<file path="config.mk">
export PLATFORM = sky130hd
export DESIGN_NAME = pwm_duty_slew
export DESIGN_NICKNAME = d
export VERILOG_FILES = /design/src/rtl/pwm_duty_slew.sv
export SDC_FILE = /design/constraint.sdc
export NUM_CORES = 1
export LEC_CHECK = 0
export BUFFER_PORTS_ARGS = -buffer_cell sky130_fd_sc_hd__buf_2
export CORE_MARGIN = 2
export CORE_UTILIZATION = 36
export CTS_BUF_LIST = sky130_fd_sc_hd__clkbuf_8
export DETAILED_ROUTE_END_ITERATION = 6
export HOLD_SLACK_MARGIN = 0.05
export SLEW_MARGIN = 20
export SYNTH_ARGS = -nofsm -noshare
export SYNTH_HDL_FRONTEND = slang
export SYNTH_SLANG_ARGS = --single-unit
export TNS_END_PERCENT = 5
</file>
<file path="constraint.sdc">
create_clock -name clk -period 6.2 [get_ports clk]
set_input_delay 0.93 -clock clk [delete_from_list [all_inputs] [get_ports clk]]
set_output_delay 0.93 -clock clk [all_outputs]
set_load 0.1 [all_outputs]
</file>
<file path="src/rtl/pwm_duty_slew.sv">
// pwm_duty_slew: slew-rate limiter between the duty-cycle register and the
// PWM generator. The delivered duty walks toward the programmed target by at
// most STEP LSBs once every DIV clocks. It never overshoots or wraps.
//
// Parameters:
//   DIV   clocks per slew tick (1..65536)
//   STEP  maximum duty change per tick in LSBs (1..255)
//
// Ports:
//   clk            system clock
//   rst_n          synchronous active-low reset
//   target_duty_i  requested duty (8 bit)
//   hold_i         freeze duty, prescaler and state
//   bypass_i       duty follows target directly, prescaler cleared
//   duty_out_o     slewed duty (registered)
//   state_o        ramp state: 00 IDLE, 01 RAMP_UP, 10 RAMP_DOWN
//   busy_o         high when state is not IDLE (decoded from state)
//   settled_o      one-cycle pulse when a ramp completes
//
// Build option:
//   DUTY_SLEW_SETTLE_PULSE_EN  when defined, settled_o pulses for one cycle
//                              after each ramp -> IDLE transition, including
//                              one forced by bypass. When undefined,
//                              settled_o is tied low.

module pwm_duty_slew #(
  parameter int unsigned DIV  = 256,
  parameter int unsigned STEP = 1
) (
  input  logic       clk,
  input  logic       rst_n,
  input  logic [7:0] target_duty_i,
  input  logic       hold_i,
  input  logic       bypass_i,
  output logic [7:0] duty_out_o,
  output logic [1:0] state_o,
  output logic       busy_o,
  output logic       settled_o
);

  // Prescaler width: clog2(DIV), but never narrower than one bit.
  localparam int unsigned PW = (DIV > 1) ? $clog2(DIV) : 1;

  typedef enum logic [1:0] {
    IDLE      = 2'b00,
    RAMP_UP   = 2'b01,
    RAMP_DOWN = 2'b10
  } state_e;

  logic [7:0]    duty_q,  duty_d;
  logic [PW-1:0] presc_q, presc_d;
  state_e        state_q, state_d;

  logic          tick_c;
  logic          up_c;
  logic          down_c;
  logic [8:0]    diff_c;
  logic [8:0]    step_c;

  // Slew tick fires on the last count of each prescaler period.
  assign tick_c = (presc_q == PW'(DIV - 1));

  // Direction of the pending step and its bounded size.
  always_comb begin
    up_c   = (target_duty_i > duty_q);
    down_c = (target_duty_i < duty_q);
    if (up_c) begin
      diff_c = 9'(target_duty_i) - 9'(duty_q);
    end else begin
      diff_c = 9'(duty_q) - 9'(target_duty_i);
    end
    // Clamping to the distance makes overshoot and wrap impossible.
    step_c = (diff_c < 9'(STEP)) ? diff_c : 9'(STEP);
  end

  // Next duty, prescaler and ramp state. Priority: bypass > hold > normal.
  always_comb begin
    duty_d  = duty_q;
    presc_d = presc_q;
    state_d = state_q;

    if (bypass_i) begin
      duty_d  = target_duty_i;
      presc_d = '0;
    end else if (!hold_i) begin
      presc_d = tick_c ? '0 : presc_q + PW'(1);
      if (tick_c) begin
        if (up_c) begin
          duty_d = 8'(9'(duty_q) + step_c);
        end else if (down_c) begin
          duty_d = 8'(9'(duty_q) - step_c);
        end
      end
    end

    // The state compares the next duty with the target. A retarget therefore
    // leaves IDLE before the first step, and the final step lands in IDLE.
    if (bypass_i || !hold_i) begin
      if (duty_d < target_duty_i) begin
        state_d = RAMP_UP;
      end else if (duty_d > target_duty_i) begin
        state_d = RAMP_DOWN;
      end else begin
        state_d = IDLE;
      end
    end
  end

  // State register.
  always_ff @(posedge clk) begin
    if (!rst_n) begin
      duty_q  <= 8'h00;
      presc_q <= '0;
      state_q <= IDLE;
    end else begin
      duty_q  <= duty_d;
      presc_q <= presc_d;
      state_q <= state_d;
    end
  end

`ifdef DUTY_SLEW_SETTLE_PULSE_EN
  logic settled_q, settled_d;

  // Pulse on any ramp -> IDLE transition. Reset and a steady IDLE give none.
  always_comb begin
    settled_d = (state_q != IDLE) && (state_d == IDLE);
  end

  always_ff @(posedge clk) begin
    if (!rst_n) begin
      settled_q <= 1'b0;
    end else begin
      settled_q <= settled_d;
    end
  end

  assign settled_o = settled_q;
`else
  assign settled_o = 1'b0;
`endif

  assign duty_out_o = duty_q;
  assign state_o    = state_q;
  assign busy_o     = (state_q != IDLE);

endmodule

</file>
* Yosys cells after proc, flatten, opt, wreduce, memory -nomap -nowiden
Index checks and enable logic that the tools add are counted.
** Cells by class
- $add $sub $neg :: 5
- Order comparisons :: 5
- Eq/ne operators :: 1
- Mux-type cells :: 10
- Bitwise gates (word level) :: 1
- Reduce and logical (&&, ||, !) cells :: 4
** Operators with widths (count)
- two-way mux 8 bit :: 7
- subtractor 8 x 8 -> 9 bit :: 2
- > comparator 8 bit :: 2
- < comparator 8 bit :: 2
- < comparator 9 x 1 -> 1 bit, second input constant :: 1
- two-way mux 9 bit :: 1
- adder 8 x 1 -> 8 bit, second input constant :: 1
- adder 8 bit :: 1
- equality test 8 bit, second input constant :: 1
- subtractor 8 bit :: 1
- two-way mux 2 bit :: 2
- nonzero test 2 bit :: 1
- OR reduction 2 bit :: 1
- zero test 1 bit :: 1
- logical OR 1 bit :: 1
- NOT 1 bit :: 1
** Storage, ports and cells
- Register bits :: 18
- Bits of input ports :: 12
- Logic and storage cells :: 29

* Depth between registers and ports, before layout
Gate-level depths: netlist of the first run.
- Depth in word-level cells :: 13
- Depth in mapped cells :: 25

* Worst setup path after synthesis of the first run
No wires, ideal clock.
- Path type :: flip-flop to flip-flop
- Start point :: register duty_q[1], in the netlist duty_out_o[1]
- End point :: register state_q[1], in the netlist state_o[1]
- Library setup time :: 0.128 ns
- Arrival time :: 5.385 ns
- Required time :: 6.072 ns
- Path slack :: 0.687 ns
- Cell stages (with the launch flop) :: 22
- Path buffers :: 0
- Clock period less this slack :: 5.513 ns
- Cells stage by stage :: dfxtp_1 inv_1 fa_1 or2b_1 a21oi_1 xor2_1 a211oi_1 o2111a_1 mux2i_1 ha_1 fa_1 nor2b_1 o21a_1 or2_2 and3_1 o311ai_1 o211a_1 ha_1 nand4_1 a21oi_1 o31ai_1 o22ai_1
** On the way
- Longest elaborated chain between the ends :: 13
- Elaborated cells on any way between the ends :: 18
- Those cells by class :: add/sub: 4; order compare: 5; mux: 9
** Ends and longest elaborated chain
- start, declared :: line 50 : logic [7:0] duty_q, duty_d;
- start signal, assigned :: line 116 : duty_q <= duty_d;
- subtractor 8 x 8 -> 9 bit (tied with other cells) :: line 70 : diff_c = 9'(duty_q) - 9'(target_duty_i);
- two-way mux 9 bit :: line 67 : if (up_c) begin
- < comparator 9 x 1 -> 1 bit :: line 73 : step_c = (diff_c < 9'(STEP)) ? diff_c : 9'(STEP);
- two-way mux 8 bit :: line 73
- subtractor 8 bit :: line 91 : duty_d = 8'(9'(duty_q) - step_c);
- two-way mux 8 bit :: line 90 : end else if (down_c) begin
- two-way mux 8 bit (*) :: line 88 : if (up_c) begin
- two-way mux 8 bit (*) :: line 87 : if (tick_c) begin
- two-way mux 8 bit (*) :: line 85 : end else if (!hold_i) begin
- two-way mux 8 bit (*) :: line 82 : if (bypass_i) begin
- named net duty_d[4] :: line 50
- > comparator 8 bit :: line 101 : end else if (duty_d > target_duty_i) begin
- two-way mux 2 bit :: line 101
- two-way mux 2 bit (*) :: line 99 : if (duty_d < target_duty_i) begin
- end signal, assigned :: line 118 : state_q <= state_d;
- end, declared :: line 52 : state_e state_q, state_d;
Mark *: on every way through the listed nets, which the timed path passes. The rest lies on a longest branch.
A chain may end at the register's enable or synchronous reset.

* Final worst setup path of the first run
- Start point :: input port target_duty_i[0]
- End point :: register state_q[1], in the netlist state_o[1]
** On the way
- Longest elaborated chain between the ends :: 13
- Elaborated cells on any way between the ends :: 18
- Those cells by class :: add/sub: 4; order compare: 5; mux: 9
** Ends and longest elaborated chain
- start, declared :: line 32 : input logic [7:0] target_duty_i,
- subtractor 8 x 8 -> 9 bit (tied with other cells) :: line 70
- two-way mux 9 bit :: line 67
- < comparator 9 x 1 -> 1 bit :: line 73
- two-way mux 8 bit :: line 73
- subtractor 8 bit :: line 91
- two-way mux 8 bit :: line 90
- two-way mux 8 bit (*) :: line 88
- two-way mux 8 bit (*) :: line 87
- two-way mux 8 bit (*) :: line 85
- two-way mux 8 bit (*) :: line 82
- named net duty_d[4] :: line 50
- > comparator 8 bit :: line 101
- two-way mux 2 bit :: line 101
- two-way mux 2 bit (*) :: line 99
Marks and branches as above.

==> impl_metrics.toml, run 1 <==
[run_status]
outcome = "complete, no violations"

[clock_tree]
cts.reportedPaths.clkPinSlew_ps = 70
ctsHtreeMaxLevel = 1
clkLatencyLatePin_ps = 260
cts.repair.resized = 0
postCtsHoldBufs = 0
clock-sinks = 18
cts_tree = "yes"
numCtsBuffers = 3
cts_setup_buffers = 0
cts-root-buf = "clkbuf_8"
cts_buffer_depth = 2

[min_path]
hold_path.class = "reg -> reg"
whs_path_depth = 2
min_from = "state_o[1]"
hold_path_end = "state_o[1]"

[routing]
drc = 0
via_per_inst = 5.39
firstDrtPassIters = 4
drt_iter0_drc = 138
antenna_left = 0
drt-total-wl_mm = 6.73
dr_total_vias = 2491
drt-wirelength-per-cell_um = 14.6

[floorplanning]
ios = 24
die_w_um = 89.0
die-area_mm2 = 0.00791
placementRows = 30
initial_core_util_pct = 37.6
design.core.area_mm2 = 0.00691
dieHeight_um = 89.0

[global_routing]
grt-ovfl-total = 0
grt_pass1_vias = 2141
grt_first_pass_wirelength_mm = 10.6
grt_max_degree = 14
grt_usage_pct = 17.1
antenna_found_initial = 0

[place]
port_buffers = 22
hpwl_mm = 5.39
gp_congestion = 0.811
dp.cells = 458

[flow_run]
cap_violations = 0

[timing]
hold_ws_ps = 516
finalSetupViolations = 0
min_period_ps = 5560
min_period_over_period_pct = 89.6
tns_ps = 0
hold_viol_final = 0
fmax_mhz = 180
maxSlewViolCount = 0
rsz0062_at_grt = "false"
fin_skew_ps = 9.43
tightestPinTransition_ps = 926
max-slew-margin-rel_pct = 37.8

[logic_synthesis]
yosysTopAreaCellShare_pct = 19.7
ys_types = 62
postSynth.asyncResetShare_pct = 0
yosysWarnings = 0
synth_ff_type = "dfxtp_1"
avgSynthCellArea_um2 = 7.69
ys_ff_latch = 18
syn-cell-area_mm2 = 0.00260
synth_cells = 338
synth_edf_count = 0
seq_area_frac_synth_pct = 13.9
synth_top_area_cell = "ha_1"
synthTopCellsByArea = "ha_1, dfxtp_1, inv_1"

[power]
p_per_area_mw_per_mm2 = 160
peakVddDrop_mv = 0.0989
p_leak_nw = 1.36
p_total_uw = 461

[worst_setup_path]
path_class = "in -> reg"
critical_path.startpoint = "target_duty_i[0]"
startpoint_type = "input port"
regToRegEndpoint = "state_o[1]"
cp_data_arrival_time_ps = 5700
r2r_slack_ps = 800
required_ps = 6340
timing.rr.start = "duty_out_o[1]"
reg2reg_depth = 21
cp-end-kind = "register"
crit_fanout = 4

[cells_and_area]
final_common_cell = "ha_1"
antenna_cells = 0
drive_gt1_share_pct = 11.2
syn2layout_area_growth_pct = 10.5
layout.cells.non_filler = 462
nets = 424
final_cell_mix = "ha_1, inv_1, nor2_1, nand2_1, buf_2"
worst max path at each step:
stage | end | slack, ps
floorplan | state_o[1] | 690
global placement | state_o[1] | 540
detailed placement | state_o[1] | 430
CTS | state_o[1] | 700
global route | state_o[1] | 290
finish | state_o[1] | 640
kinds of logic after synthesis:
group	share of synthesized area, %
adders and majority gates	22.8
and+or+nand+nor	24.1
AOI/OAI and AO/OA	24.8
muxes	2.36
xor gates and xnor gates	4.04
buffers and inverters	7.70
other	0.289
DFF	13.9
metal layers:
metal,share of wire (%),up-vias,track usage (%)
met2,47,71,28.1
met4,0.82,0,2.44
met1,48,1163,24.6
met3,4.5,4,2.12
li1,-,1253,-
met5,0,-,0
cell type report:
cell class	count	area, µm²
well taps	96	120
inverters	33	124
fillers	733	4040
clock buffers	4	55.1
multi-input cells	288	2090
repair buffers	23	118
flip-flops and latches	18	360
critical path: stages:
cell,delay (ps)
buf_2,130
ha_1,230
fa_1,410
or2b_1,240
a21oi_1,240
xor2_1,110
a211oi_1,210
o2111a_1,240
mux2i_1,100
ha_1,230
fa_1,410
nor2b_1,150
o21a_1,180
or2_2,280
and3_1,180
o311ai_1,380
o211a_1,210
ha_1,220
nand4_1,100
a21oi_1,60
o31ai_1,320
o22ai_1,140
registers in the layout, summed over array words and instances, names as in the netlist:
name,flops
state_o,2
duty_out_o,8
presc_q,8
Yosys cell counts, types with 5 or more instances:
library cell	n
ha_1	41
dfxtp_1	18
a21o_1	5
nand2_1	23
clkbuf_1	9
inv_1	33
xnor2_1	5
nand4_1	5
o21ai_0	16
mux2i_1	5
nor2_1	27
xor2_1	7
nor3_1	9
a21oi_1	18
nand3_1	12
nor2b_1	8
a211oi_1	5
per-stage QoR:
step | util, % | worst slack (ps) | area [µm²]
final | 41.6 | 643 | 2870
after global placement | 40.8 | 544 | 2820
after global routing | 41.6 | 287 | 2870
after detailed placement | 40.8 | 428 | 2820
after floorplan | - | 687 | 2660
after CTS | 41.6 | 700 | 2870
report_power, final:
part           internal [mW]  switching [mW]  total [mW]  leakage [nW]
clock network         0.0564          0.0404      0.0968        0.0288
logic                 0.0805           0.153       0.233          1.18
registers              0.121         0.00996       0.131         0.148
total                  0.258           0.203       0.461          1.36
Note: power is estimated with default switching activity, not from simulation.
==> run 2: changes to the inputs <==
--- a/config.mk
+++ b/config.mk
@@ -9,7 +9,9 @@
 export CORE_MARGIN = 2
 export CORE_UTILIZATION = 36
 export CTS_BUF_LIST = sky130_fd_sc_hd__clkbuf_8
+export CTS_CLUSTER_DIAMETER = 50
 export DETAILED_ROUTE_END_ITERATION = 6
+export GPL_TIMING_DRIVEN = 0
 export HOLD_SLACK_MARGIN = 0.05
 export SLEW_MARGIN = 20
 export SYNTH_ARGS = -nofsm -noshare
==> impl_metrics.toml, run 2 (synthesis gave the netlist of run 1 again) <==
[timing]
hold_viol_final = 0
min_period_over_period_pct = 90.9
post-route-worst-setup-slack_ps = 564
rsz0062_at_grt = "false"
maxSlewViolCount = 0
max-slew-margin-rel_pct = 43.2
tns_ps = 0
finalSetupViolations = 0
min_period_ps = 5640
fin_skew_ps = 9.26
fmax_mhz = 177
tightestPinTransition_ps = 846

[floorplanning]
die-area_mm2 = 0.00791
die_w_um = 89.0
placementRows = 30
initial_core_util_pct = 37.6
ios = 24
design.core.area_mm2 = 0.00691
dieHeight_um = 89.0

[worst_setup_path]
path_class = "in -> reg"
cp-end-kind = "register"
startpoint_type = "input port"
crit_fanout = 4
critical_path.startpoint = "target_duty_i[0]"
required_ps = 6330
cp_data_arrival_time_ps = 5770
reg2reg_depth = 21
timing.rr.start = "duty_out_o[1]"

[place]
port_buffers = 21
gp_congestion = 0.845
hpwl_mm = 5.50
dp_slack_ps = 310

[run_status]
outcome = "complete, no violations"

[clock_tree]
clkLatencyLatePin_ps = 260
cts.repair.resized = 0
cts_setup_buffers = 0
cts.reportedPaths.clkPinSlew_ps = 60
clock-sinks = 18
ctsHtreeMaxLevel = 1
postCtsHoldBufs = 0
cts-root-buf = "clkbuf_8"
cts_tree = "yes"
numCtsBuffers = 3
cts_buffer_depth = 2

[routing]
drc = 0
drt-wirelength-per-cell_um = 14.4
antenna_left = 0
firstDrtPassIters = 4
via_per_inst = 5.37
dr_total_vias = 2544
drt_iter0_drc = 127
drt-total-wl_mm = 6.81

[min_path]
whs_path_depth = 2
hold_path.class = "reg -> reg"
min_from = "state_o[1]"

[cells_and_area]
drive_gt1_share_pct = 11.6
syn2layout_area_growth_pct = 13.0
nets = 436
final_common_cell = "ha_1"
antenna_cells = 0
final_cell_mix = "ha_1, inv_1, nor2_1, nand2_1, buf_2"

[global_routing]
grt_max_degree = 11
grt_first_pass_wirelength_mm = 11.0
grt-ovfl-total = 0
antenna_found_initial = 0
grt_usage_pct = 17.8
grt_pass1_vias = 2273

[power]
peakVddDrop_mv = 0.128
p_leak_nw = 1.38
p_per_area_mw_per_mm2 = 159

[flow_run]
cap_violations = 0
[run 2: cell types whose count changed in the layout (fill, tap and decap cells not counted)]
cell,before,now
buf_6,0,2
buf_4,1,2
clkbuf_1,0,9
[run 2: stage by stage]
step                      cells  hold slack, ps  total power [mW]  util, %  area, µm²
after floorplan             353             472             0.320        -       2660
after global placement      470             476             0.365     41.7       2880
after detailed placement    470             482             0.368     41.7       2880
after CTS                   474             491             0.468     42.5       2940
after global routing        474             542             0.500     42.5       2940
final                       474             485             0.468     42.5       2940
[run 2: path summary, 6_finish.rpt]
kind	slack, ps	end
setup / recovery	560	state_o[1]
hold / removal	480	state_o[1]
setup reg to reg	730	state_o[1]
hold reg to reg	480	state_o[1]
[run 2: final cells by class]
type,instances,area [µm²]
well taps,96,120
inverters,33,124
flip-flops and latches,18,360
repair buffers,21,105
fillers,776,3970
clock buffers,4,55.1
plain buffers,14,76.3
multi-input cells,288,2090
[run 2: where the power goes]
| group | total [mW] | internal [mW] | switching (mW) | leakage [nW] |
|---|---|---|---|---|
| clock | 0.0988 | 0.0566 | 0.0422 | 0.0288 |
| combinational | 0.238 | 0.0833 | 0.155 | 1.21 |
| sequential | 0.131 | 0.121 | 0.00993 | 0.148 |
| total | 0.468 | 0.261 | 0.207 | 1.38 |
[run 2: critical path, stage by stage]
cell and delay [ps]:
buf_2 120, ha_1 240, fa_1 400, or2b_1 240, a21oi_1 250, xor2_1 110
a211oi_1 250, o2111a_1 260, mux2i_1 110, ha_1 240, fa_1 410, nor2b_1 150
o21a_1 200, or2_2 280, and3_1 180, o311ai_1 380, o211a_1 220, ha_1 220
nand4_1 90, a21oi_1 50, o31ai_1 300, o22ai_1 140
[run 2: per-layer routing]
layer  vias to the layer above  GRT usage (%)  part of all wire (%)
met1                      1213           25.1                    48
met3                         5           1.66                   4.1
met5                         -              0                     0
met4                         0           2.85                  0.59
li1                       1278              -                     -
met2                        48           30.1                    48
==> run 3: changes to the inputs <==
==> constraint.sdc (replaced) <==
create_clock -name clk -period 4.55 [get_ports clk]
set_input_delay 0.6825 -clock clk [delete_from_list [all_inputs] [get_ports clk]]
set_output_delay 0.6825 -clock clk [all_outputs]
set_load 0.1 [all_outputs]
==> impl_metrics.toml, run 3 (synthesis gave the netlist of run 1 again) <==
[run_status]
outcome = "complete, but fails checks"
violations = "setup timing"

[cells_and_area]
layout.cells.non_filler = 481
seqCellArea_um2 = 375
final_cell_mix = "ha_1, inv_1, nor2_1, nand2_1, buf_2"
multiInputGateArea_mm2 = 0.00237
nets = 443
n_fill_cell = 714
syn2layout_area_growth_pct = 27.7
final_common_cell = "ha_1"
antenna_cells = 0
drive_gt1_share_pct = 26.0

[timing]
hold_viol_final = 0
post-route-worst-setup-slack_ps = -400
maxSlewViolCount = 0
max-slew-margin-rel_pct = 55.9
min_period_ps = 4950
min_period_over_period_pct = 109
fmax_mhz = 202
rsz0062_at_grt = "true"
tightestPinTransition_ps = 657
finalSetupViolations = 2
hold_ws_ps = 484
fin_skew_ps = 9.36
tns_ps = -796

[global_routing]
grt_usage_pct = 18.8
grt-ovfl-total = 0
grt_pass1_vias = 2511
grt_max_degree = 11
grt_first_pass_wirelength_mm = 11.9
antenna_found_initial = 0

[place]
dp_slack_ps = -1070
hpwl_mm = 5.52
gp_congestion = 0.871
dp.cells = 470
port_buffers = 21

[worst_setup_path]
critical_path.startpoint = "target_duty_i[0]"
cp_data_arrival_time_ps = 5150
crit_fanout = 3
r2r_slack_ps = -330
critical_path.endpoint = "state_o[0]"
timing.rr.start = "duty_out_o[0]"
required_ps = 4750
cp-end-kind = "register"
regToRegEndpoint = "state_o[0]"
startpoint_type = "input port"
path_class = "in -> reg"
reg2reg_depth = 23

[power]
p_per_area_mw_per_mm2 = 211
p_total_uw = 699
p_leak_nw = 1.45
peakVddDrop_mv = 0.148

[routing]
drt-total-wl_mm = 7.26
firstDrtPassIters = 4
antenna_left = 0
drt_iter0_drc = 188
dr_total_vias = 2615
drt-wirelength-per-cell_um = 15.1
via_per_inst = 5.44
drc = 0

[clock_tree]
clkLatencyLatePin_ps = 260
numCtsBuffers = 3
postCtsHoldBufs = 0
cts_tree = "yes"
cts_buffer_depth = 2
clock-sinks = 18
ctsHtreeMaxLevel = 1
cts-root-buf = "clkbuf_8"
cts.reportedPaths.clkPinSlew_ps = 70

[flow_run]
cap_violations = 0

[min_path]
hold_path.class = "reg -> reg"
whs_path_depth = 2

[floorplanning]
ios = 24
placementRows = 30
die_w_um = 89.0
die-area_mm2 = 0.00791
design.core.area_mm2 = 0.00691
initial_core_util_pct = 37.6
dieHeight_um = 89.0
==> run 3: cell types whose count changed in the layout (fill, tap and decap cells not counted), moves of 4 or more <==
cell / before / now
dfxtp_1: 18 / 10
ha_1: 41 / 33
ha_4: 0 / 8
buf_4: 2 / 8
dfxtp_2: 0 / 6
inv_1: 33 / 28
a21oi_1: 18 / 14
fa_1: 4 / 0
fa_2: 0 / 4
==> run 3: report_power, final <==
part           leakage, nW  switching [mW]  total, mW  internal, mW
logic                 1.27           0.241      0.386         0.145
registers            0.151          0.0130      0.178         0.165
clock network       0.0288          0.0577      0.135        0.0770
==> run 3: how the worst min path moves through the flow <==
stage / slack (ps) / endpoint / from
final: 480 / state_o[1] / state_o[1]
after global routing: 510 / state_o[1] / state_o[1]
after detailed placement: 470 / state_o[1] / state_o[1]
after floorplan: 470 / presc_q[7] / presc_q[7]
after global placement: 480 / state_o[1] / state_o[1]
after CTS: 490 / state_o[1] / state_o[1]
==> run 3: repair_timing <==
item	4_1_cts	5_1_grt
hold endpoints to repair	0	0
pin swaps	26	7
gates cloned	1	0
resized for setup	39	20
setup buffers	6	0
setup endpoints to repair	2	2
==> run 3: layer usage <==
| layer | wire length [µm] | vias to the layer above | global-route usage [%] |
|---|---|---|---|
| met1 | 3460 | 1238 | 26.5 |
| met3 | 406 | 6 | 2.95 |
| met4 | 53 | 0 | 2.31 |
| met2 | 3340 | 81 | 31.3 |
| li1 | - | 1290 | - |
| met5 | 0 | - | 0 |
==> run 3: metrics by stage <==
stage / instance area [µm²] / util, %
global route: 3320 / 48.1
floorplan: 2710 / -
finish: 3320 / 48.1
detailed placement: 2940 / 42.6
CTS: 3220 / 46.6
global placement: 2940 / 42.6
==> run 3: area by class of cell <==
class                   instances  area share (%)
repair buffers                 28            5.16
multi-input cells             288            71.4
inverters                      33            3.88
well taps                      96            3.62
flip-flops and latches         18            11.3
plain buffers                  14            3.02
clock buffers                   4            1.66
==> run 3: worst max-delay path, cell delays in order <==
cell and delay [ps]:
buf_8 110, ha_4 160, fa_2 340, or2b_1 280
a21oi_4 200, nand3_1 110, a31oi_1 190, o2111a_1 260
mux2i_4 110, ha_4 190, fa_2 330, nor2b_1 130
o21a_1 220, or2_4 280, o311ai_4 260, o311ai_4 160
o211a_1 180, ha_4 160, a21o_1 160, a21oi_2 140
nor2b_2 80, o31ai_4 240, o211a_1 170
